$ cat src/rtl/fpga_bridge_rcv_32.sv
// FPGA-side receiver of the 32-bit chip-to-FPGA bridge link.
// Rebuilds 64-bit flits per channel, buffers them and returns credits.

module fpga_bridge_rcv_32_chan #(
  parameter int BUF_DEPTH = 4,
  parameter int BUF_AW    = 2
) (
  input  logic        clk,
  input  logic        rst,
  input  logic        word_vld,
  input  logic [31:0] word,
  output logic [63:0] bout_data,
  output logic        bout_val,
  input  logic        bout_rdy,
  output logic        credit,
  output logic        overflow
);

  localparam logic [BUF_AW:0] FULL_CNT = (BUF_AW+1)'(BUF_DEPTH);

  logic              half_q, half_d;
  logic [31:0]       hold_q, hold_d;
  logic [63:0]       mem_q [BUF_DEPTH];
  logic [63:0]       mem_d [BUF_DEPTH];
  logic [BUF_AW-1:0] wptr_q, wptr_d;
  logic [BUF_AW-1:0] rptr_q, rptr_d;
  logic [BUF_AW:0]   cnt_q, cnt_d;
  logic              credit_q, credit_d;
  logic              err_q, err_d;

  logic full;
  logic pop;
  logic wr;
  logic wr_ok;

  // Handshake and write qualification; a pop frees room for a same-cycle write.
  always_comb begin
    full  = (cnt_q == FULL_CNT);
    pop   = (cnt_q != '0) && bout_rdy;
    wr    = word_vld && half_q;
    wr_ok = wr && (!full || pop);
  end

  // Half-word framing: first word is held, second completes the flit.
  always_comb begin
    half_d = half_q;
    hold_d = hold_q;
    if (word_vld) begin
      if (!half_q) begin
        hold_d = word;
        half_d = 1'b1;
      end else begin
        half_d = 1'b0;
      end
    end
  end

  // Circular flit buffer with occupancy count.
  always_comb begin
    mem_d  = mem_q;
    wptr_d = wptr_q;
    rptr_d = rptr_q;
    cnt_d  = cnt_q;
    if (wr_ok) begin
      mem_d[wptr_q] = {hold_q, word};
      wptr_d        = wptr_q + 1'b1;
    end
    if (pop) begin
      rptr_d = rptr_q + 1'b1;
    end
    unique case ({wr_ok, pop})
      2'b10:   cnt_d = cnt_q + 1'b1;
      2'b01:   cnt_d = cnt_q - 1'b1;
      default: cnt_d = cnt_q;
    endcase
  end

  // One credit per dequeued flit; sticky flag when a flit had to be dropped.
  always_comb begin
    credit_d = pop;
    err_d    = err_q | (wr && !wr_ok);
  end

  // State registers.
  always_ff @(posedge clk or posedge rst) begin
    if (rst) begin
      half_q   <= 1'b0;
      hold_q   <= '0;
      wptr_q   <= '0;
      rptr_q   <= '0;
      cnt_q    <= '0;
      credit_q <= 1'b0;
      err_q    <= 1'b0;
      for (int i = 0; i < BUF_DEPTH; i++) begin
        mem_q[i] <= '0;
      end
    end else begin
      half_q   <= half_d;
      hold_q   <= hold_d;
      wptr_q   <= wptr_d;
      rptr_q   <= rptr_d;
      cnt_q    <= cnt_d;
      credit_q <= credit_d;
      err_q    <= err_d;
      for (int i = 0; i < BUF_DEPTH; i++) begin
        mem_q[i] <= mem_d[i];
      end
    end
  end

  assign bout_val  = (cnt_q != '0);
  assign bout_data = mem_q[rptr_q];
  assign credit    = credit_q;
  assign overflow  = err_q;

endmodule

module fpga_bridge_rcv_32 #(
  parameter int BUF_DEPTH = 4,
  parameter int BUF_AW    = 2
) (
  input  logic        intcnct_clk,
  input  logic        rst,
  input  logic [31:0] data_from_chip,
  input  logic [1:0]  channel_from_chip,
  output logic [2:0]  credit_to_chip,
  output logic [63:0] bout_data_1,
  output logic        bout_val_1,
  input  logic        bout_rdy_1,
  output logic [63:0] bout_data_2,
  output logic        bout_val_2,
  input  logic        bout_rdy_2,
  output logic [63:0] bout_data_3,
  output logic        bout_val_3,
  input  logic        bout_rdy_3,
  output logic [2:0]  overflow_err
);

  logic [2:0] word_vld;

  // Channel decode; channel 0 is idle and selects nothing.
  always_comb begin
    word_vld    = '0;
    word_vld[0] = (channel_from_chip == 2'd1);
    word_vld[1] = (channel_from_chip == 2'd2);
    word_vld[2] = (channel_from_chip == 2'd3);
  end

  fpga_bridge_rcv_32_chan #(
    .BUF_DEPTH (BUF_DEPTH),
    .BUF_AW    (BUF_AW)
  ) u_ch1 (
    .clk       (intcnct_clk),
    .rst       (rst),
    .word_vld  (word_vld[0]),
    .word      (data_from_chip),
    .bout_data (bout_data_1),
    .bout_val  (bout_val_1),
    .bout_rdy  (bout_rdy_1),
    .credit    (credit_to_chip[0]),
    .overflow  (overflow_err[0])
  );

  fpga_bridge_rcv_32_chan #(
    .BUF_DEPTH (BUF_DEPTH),
    .BUF_AW    (BUF_AW)
  ) u_ch2 (
    .clk       (intcnct_clk),
    .rst       (rst),
    .word_vld  (word_vld[1]),
    .word      (data_from_chip),
    .bout_data (bout_data_2),
    .bout_val  (bout_val_2),
    .bout_rdy  (bout_rdy_2),
    .credit    (credit_to_chip[1]),
    .overflow  (overflow_err[1])
  );

  fpga_bridge_rcv_32_chan #(
    .BUF_DEPTH (BUF_DEPTH),
    .BUF_AW    (BUF_AW)
  ) u_ch3 (
    .clk       (intcnct_clk),
    .rst       (rst),
    .word_vld  (word_vld[2]),
    .word      (data_from_chip),
    .bout_data (bout_data_3),
    .bout_val  (bout_val_3),
    .bout_rdy  (bout_rdy_3),
    .credit    (credit_to_chip[2]),
    .overflow  (overflow_err[2])
  );

endmodule

$ cat config.mk
export PLATFORM = sky130hd
export DESIGN_NAME = fpga_bridge_rcv_32
export DESIGN_NICKNAME = d
export VERILOG_FILES = /design/src/rtl/fpga_bridge_rcv_32.sv
export SDC_FILE = /design/constraint.sdc
export NUM_CORES = 1
export LEC_CHECK = 0
export ABC_AREA = 1
export BUFFER_PORTS_ARGS = -buffer_cell sky130_fd_sc_hd__buf_2
export CORE_AREA = 4 4 381 383
export CTS_CLUSTER_DIAMETER = 200
export DETAILED_ROUTE_END_ITERATION = 6
export DIE_AREA = 0 0 385 387
export PLACE_DENSITY = 0.47
export REMOVE_ABC_BUFFERS = 1
export SYNTH_ARGS = -nofsm -noshare
export SYNTH_HDL_FRONTEND = slang
export SYNTH_SLANG_ARGS = --single-unit
$ cat constraint.sdc
create_clock -name intcnct_clk -period 26.6 [get_ports intcnct_clk]
set_clock_uncertainty 0.05 [all_clocks]
set_input_delay 1.33 -clock intcnct_clk [delete_from_list [all_inputs] [get_ports intcnct_clk]]
set_output_delay 1.33 -clock intcnct_clk [all_outputs]
set_load 0.03 [all_outputs]
==> reports/metrics.cfg, run 1 <==
[critical_path]
crit_arrival_ns=3.92
critPathRequiredTime_ns=25.22
ff2ff_path_depth=8
path_class=flop to output pin
start_kind=flop
cp_max_fo=79
cp-end-kind=output pin

[clock_tree]
cts_made_buffers=103
post_cts_resized=0
post-cts-setup-buffers=0
root_buffer=clkbuf_16
clock-sinks=894
clk_pin_slew_ns=0.06
clock_latency_ns=0.72
cts_hold_buffers=0
htreeDepth=3
cts.path.max_buffers=3
cts_tree=done

[detailed_routing]
met3_length_mm=11.9
totalWireLength_mm=166
route.met2.wl_mm=74.9
via_per_inst=5.39
wl_met1_mm=75.6
drtIter0Drc=3959
detail_route.wl_per_cell_um=24.0
num_vias=37400
drc=0
first_pass_iters=5
ant_nets=0
top_layer=met5

[yosys]
synth_area_leaders=dfrtp_1 (53%), nand2_1 (15%), nand4_1 (11%)
ys_seq_area_share_pct=53.0
synth-seq-cells=894
postSynthAreaPerCell_um2=8.35
synth_top_area_share_pct=53.0
yosys.area.top_type=dfrtp_1
synth-warning-count=0
synth_cell_types=24
synth_area_um2=42200
synthCells=5055

[layout]
regArea_um2=22400
fin_area_um2=47200
layout_common_cells=nand2_1 (1676), dfrtp_1 (888), nand4_1 (768)
layout_commonest_cell=nand2_1
fillCellCount=14900
drive_above_1_share_pct=10.2
final_util_pct=33.4
syn_to_final_growth_pct=11.9
final_nets=5010
multi_input_area_um2=17100

[timing]
finalSetupViolCount=0
max_slew_margin_pct=23.4
fin_crit_sh_pct=19.9
max_freq_ghz=0.189
period_needed_ns=5.30
maxSlewViolCount=0
finalSetupTns_ns=0
rsz0062_at_grt=no
finalHoldViolations=0
worst_pin_slew_ns=1.15
hold_ws_ns=0.409

[die]
io_pins=240
die_x_um=385
start_util_pct=29.8
die_h_um=387
core_um2=141000
rows=138
dieArea_um2=149000

[global_routing]
grt_usage_pct=21.7
grt_pass1_wl_mm=248
overflow=0
grt_pass1_vias=36200
grt_max_degree=160
antenna_found_initial=17

[power_and_ir_drop]
finalPower_mw=6.66
ir_worst_vdd_uv=75.8
p_per_area_nw_per_um2=141
p_leak_nw=23.5

[placed_design]
port_buffers=239
dp_hpwl_mm=89.2
place_area_um2=43800
place.gp.congestion=0.772

[hold_path]
min_path_type=flop to flop
holdPathStages=2

[flow_run]
cap_violations=0

[outcome]
outcome=completed

==> kinds of logic (layout without fill, tap and decap cells) <==
logic type / count (synthesis) / after routing / synth area share (%)
DFF: 894 / 894 / 53.0
other: 0 / 4 / 0
xor gates and xnor gates: 8 / 8 / 0.166
adders and majority gates: 18 / 18 / 0.587
buffers and inverters: 583 / 566 / 7.05
AOI/OAI and AO/OA: 680 / 680 / 8.65
and+or+nand+nor: 2872 / 2872 / 30.5
==> path summary, 6_finish.rpt <==
kind,from,end,slack [ns]
max,u_ch1.rptr_q[0],bout_data_1[30],21.30
min,u_ch2.overflow,u_ch2.overflow,0.41
max reg2reg,u_ch2.cnt_q[2],u_ch2.mem_q[115],22.65
min reg2reg,u_ch2.overflow,u_ch2.overflow,0.41
max in group asynchronous,rst,u_ch1.mem_q[113],22.72
min in group asynchronous,rst,u_ch3.mem_q[33],0.70
==> metrics by stage <==
step                setup slack [ns]  std cells
floorplan                     0.0894       4541
global placement               21.80       6738
detailed placement             21.78       6738
CTS                            21.19       6928
global route                   21.15       6928
finish                         21.30       6932
==> flip-flops by register name, indices dropped and copies added (netlist names), 2 cells and up <==
| signal | count |
|---|---|
| u_ch1.cnt_q | 3 |
| u_ch1.hold_q | 32 |
| u_ch1.mem_q | 256 |
| u_ch1.rptr_q | 2 |
| u_ch1.wptr_q | 2 |
| u_ch2.cnt_q | 3 |
| u_ch2.hold_q | 32 |
| u_ch2.mem_q | 256 |
| u_ch2.rptr_q | 2 |
| u_ch2.wptr_q | 2 |
| u_ch3.cnt_q | 3 |
| u_ch3.hold_q | 32 |
| u_ch3.mem_q | 256 |
| u_ch3.rptr_q | 2 |
| u_ch3.wptr_q | 2 |
==> worst max-delay path, cell delays in order (launching register included) <==
cell and delay (ns):
dfrtp_4 0.46, buf_4 0.41, inv_4 0.68, buf_4 0.72, o21ai_0 0.17, o22ai_1 0.43
buf_2 0.30
==> cell type report <==
class | count | area share [%]
repair buffers | 307 | 3.69
well taps | 1890 | 5.01
flip-flops and latches | 894 | 47.4
clock inverters | 28 | 0.546
diodes | 4 | 0.0212
inverters | 69 | 0.583
clock buffers | 162 | 6.61
multi-input cells | 3578 | 36.1
==> Yosys cell counts <==
library cell	instances
nor2_1	397
a31o_2	1
xnor2_1	3
nor2_2	2
inv_1	69
a21boi_0	1
clkbuf_1	186
nand4_1	768
buf_4	18
ha_1	15
dfrtp_1	894
nand3b_1	3
o21ai_0	486
nand3_1	11
o22ai_1	192
nand3_2	4
buf_1	81
xor2_1	5
buf_2	160
nand2_1	1678
fa_1	3
buf_6	69
nand2_4	1
nand3_4	8
==> metal layers <==
metal  vias up  GRT usage, %
met3       197          3.94
met4         2          5.26
li1      17100             -
met2      1326          33.2
met1     18800          31.7
met5         -             0
==> where the power goes <==
part / internal [mW] / switching (mW)
Clock: 0.825 / 0.613
Combinational: 0.726 / 2.24
Sequential: 1.91 / 0.347
Total: 3.46 / 3.20
Note: power is estimated with default switching activity, not from simulation.
==> run 2: changes to the inputs <==
Clock period 26.6 ns to 4.84 ns, I/O delays scaled along.
==> reports/metrics.cfg, run 2 (synthesis results as in run 1) <==
[clock_tree]
root_buffer=clkbuf_16
cts_made_buffers=104  ; +0.97%
clk_pin_slew_ns=0.06  ; about the same
htreeDepth=3  ; unchanged
cts.path.max_buffers=3  ; unchanged
cts_tree=done
post_cts_resized=0  ; unchanged
clock_latency_ns=0.72  ; about the same
clock-sinks=894  ; unchanged

[layout]
final_util_pct=33.9  ; +0.54 points
final_nets=5052  ; +0.84%
syn_to_final_growth_pct=13.7
regArea_um2=22400  ; unchanged
layout_common_cells=nand2_1 (1676), dfrtp_1 (888), nand4_1 (768)
layout_commonest_cell=nand2_1
reg.largest.list=u_ch1.mem_q (256), u_ch2.mem_q (256), u_ch3.mem_q (256)
fillCellCount=14800  ; -0.61%
drive_above_1_share_pct=10.6  ; +0.37 points
multi_input_area_um2=17100  ; unchanged

[detailed_routing]
drc=0  ; unchanged
first_pass_iters=5  ; unchanged
drtIter0Drc=4252  ; +7.4%
detail_route.wl_per_cell_um=23.6  ; -1.7%
via_per_inst=5.37  ; -0.39%
totalWireLength_mm=164  ; -1.1%
num_vias=37400  ; +0.24%
ant_nets=0  ; unchanged

[timing]
fin_crit_sh_pct=75.5
maxSlewViolCount=0  ; unchanged
period_needed_ns=3.65
finalSetupTns_ns=0  ; unchanged
finalSetupViolCount=0  ; unchanged
max_freq_ghz=0.274
finalHoldViolations=0  ; unchanged
rsz0062_at_grt=no
fin_ws_ns=1.19  ; -20.11 ns
worst_pin_slew_ns=1.18  ; +0.0276 ns
max_slew_margin_pct=21.6  ; -1.8 points

[critical_path]
start_kind=flop
cp_max_fo=76  ; -3.8%
path_class=flop to output pin
critPathRequiredTime_ns=4.55  ; -20.67 ns
cp-end-kind=output pin
crit_arrival_ns=3.36  ; -0.56 ns
cp_cell_sequence=inv_4 > buf_4 > o21ai_0 > o22ai_1 > buf_2
max_stage_delay_ns=0.69  ; -0.03 ns
cp_slowest_cell=inv_4

[die]
die_h_um=387  ; unchanged
rows=138  ; unchanged
core_um2=141000  ; unchanged
die_x_um=385  ; unchanged
io_pins=240  ; unchanged
dieArea_um2=149000  ; unchanged
start_util_pct=29.8  ; unchanged

[power_and_ir_drop]
p_per_area_nw_per_um2=775  ; +450%
p_int_mw=19.6  ; +470%
switching_power_mw=17.6  ; +450%
p_leak_nw=23.8  ; +1.5%
combPwrFrac_pct=43.8  ; -0.8 points
p_sw_share_pct=47.4  ; -0.70 points
power_frac_seq_pct=33.5  ; -0.3 points
ir_worst_vdd_uv=420  ; +450%
clockPowerShare_pct=22.7  ; +1.1 points

[global_routing]
grt_usage_pct=21.5  ; -0.16 points
overflow=0  ; unchanged
antenna_found_initial=16  ; -1
grt_pass1_vias=36100  ; -0.15%
grt_max_degree=160  ; unchanged
grt_pass1_wl_mm=247  ; -0.69%

[outcome]
outcome=completed

[placed_design]
preCtsSetupSlack_ns=1.77  ; -20.01 ns
port_buffers=239  ; unchanged
place.gp.congestion=0.760  ; -1.5%
dp_hpwl_mm=89.5  ; +0.28%

[flow_run]
cap_violations=0  ; unchanged

[hold_path]
min_path_type=primary input to flop

-- run 2: path summary, 6_finish.rpt --
check | start | cells past startpoint | slack (ns) | end
setup / recovery | u_ch3.rptr_q[0] | 5 | 1.19 | bout_data_3[42]
hold / removal | data_from_chip[24] | 3 | 0.05 | u_ch1.mem_q[24]
setup reg to reg | u_ch1.cnt_q[2] | 7 | 1.86 | u_ch1.mem_q[65]
hold reg to reg | u_ch2.mem_q[124] | 2 | 0.41 | u_ch2.mem_q[124]
max in group asynchronous | rst | 4 | 3.28 | u_ch2.hold_q[2]
min in group asynchronous | rst | 3 | 0.17 | u_ch3.mem_q[200]
-- run 2: repair_timing --
| action | 4_1_cts | 5_1_grt |
|---|---|---|
| hold endpoints to repair | 386 | 1 |
| hold buffers | 33 | 1 |
| endpoints found under the setup margin | 0 | 0 |
| setup buffers | 0 | 0 |
-- run 2: layout make-up --
class                      count  share of cell area [%]
antenna                        5                  0.0261
inverter                      69                   0.571
multi-input combinational   3578                    35.5
clock inverter                43                    1.19
timing repair buffer         348                    4.64
sequential                   894                    46.7
tap                         1890                    4.93
clock buffer                 149                    6.43
-- run 2: power by group through the flow --
stage / Sequential [mW] / Combinational (mW) / Clock, mW
floorplan: 12.3 / 9.93 / 0
global placement: 12.5 / 16.4 / 0
detailed placement: 12.5 / 16.4 / 0
CTS: 12.4 / 16.5 / 8.62
global route: 12.8 / 17.8 / 8.92
finish: 12.5 / 16.3 / 8.44
-- run 2: worst max-delay path, delay by kind of cell, from the launching register on --
family	cells	cell delay, ns
AOI/OAI and AO/OA	2	0.44
buffers and inverters	3	1.46
DFF	1	0.65
-- run 2: through the flow --
step	power [mW]	hold slack, ns	area [µm²]	std cells
2_1_floorplan	22.2	0.352	39500	4541
3_3_place_gp	28.8	0.398	44000	6745
3_5_place_dp	28.9	0.403	44000	6745
4_1_cts	37.5	0.00128	48000	6970
5_1_grt	39.6	0.0501	48000	6971
6_report	37.2	0.0488	48000	6976
-- run 2: per-layer routing --
metal / up-vias / part of all wire, % / GRT usage (%) / routed length (µm)
met4: 2 / 2.5 / 5.76 / 4050
met3: 196 / 7.6 / 4.34 / 12400
met1: 18800 / 45 / 31.3 / 74600
met2: 1275 / 45 / 32.5 / 73300
met5: - / 0.0079 / 0 / 13
li1: 17200 / - / - / -
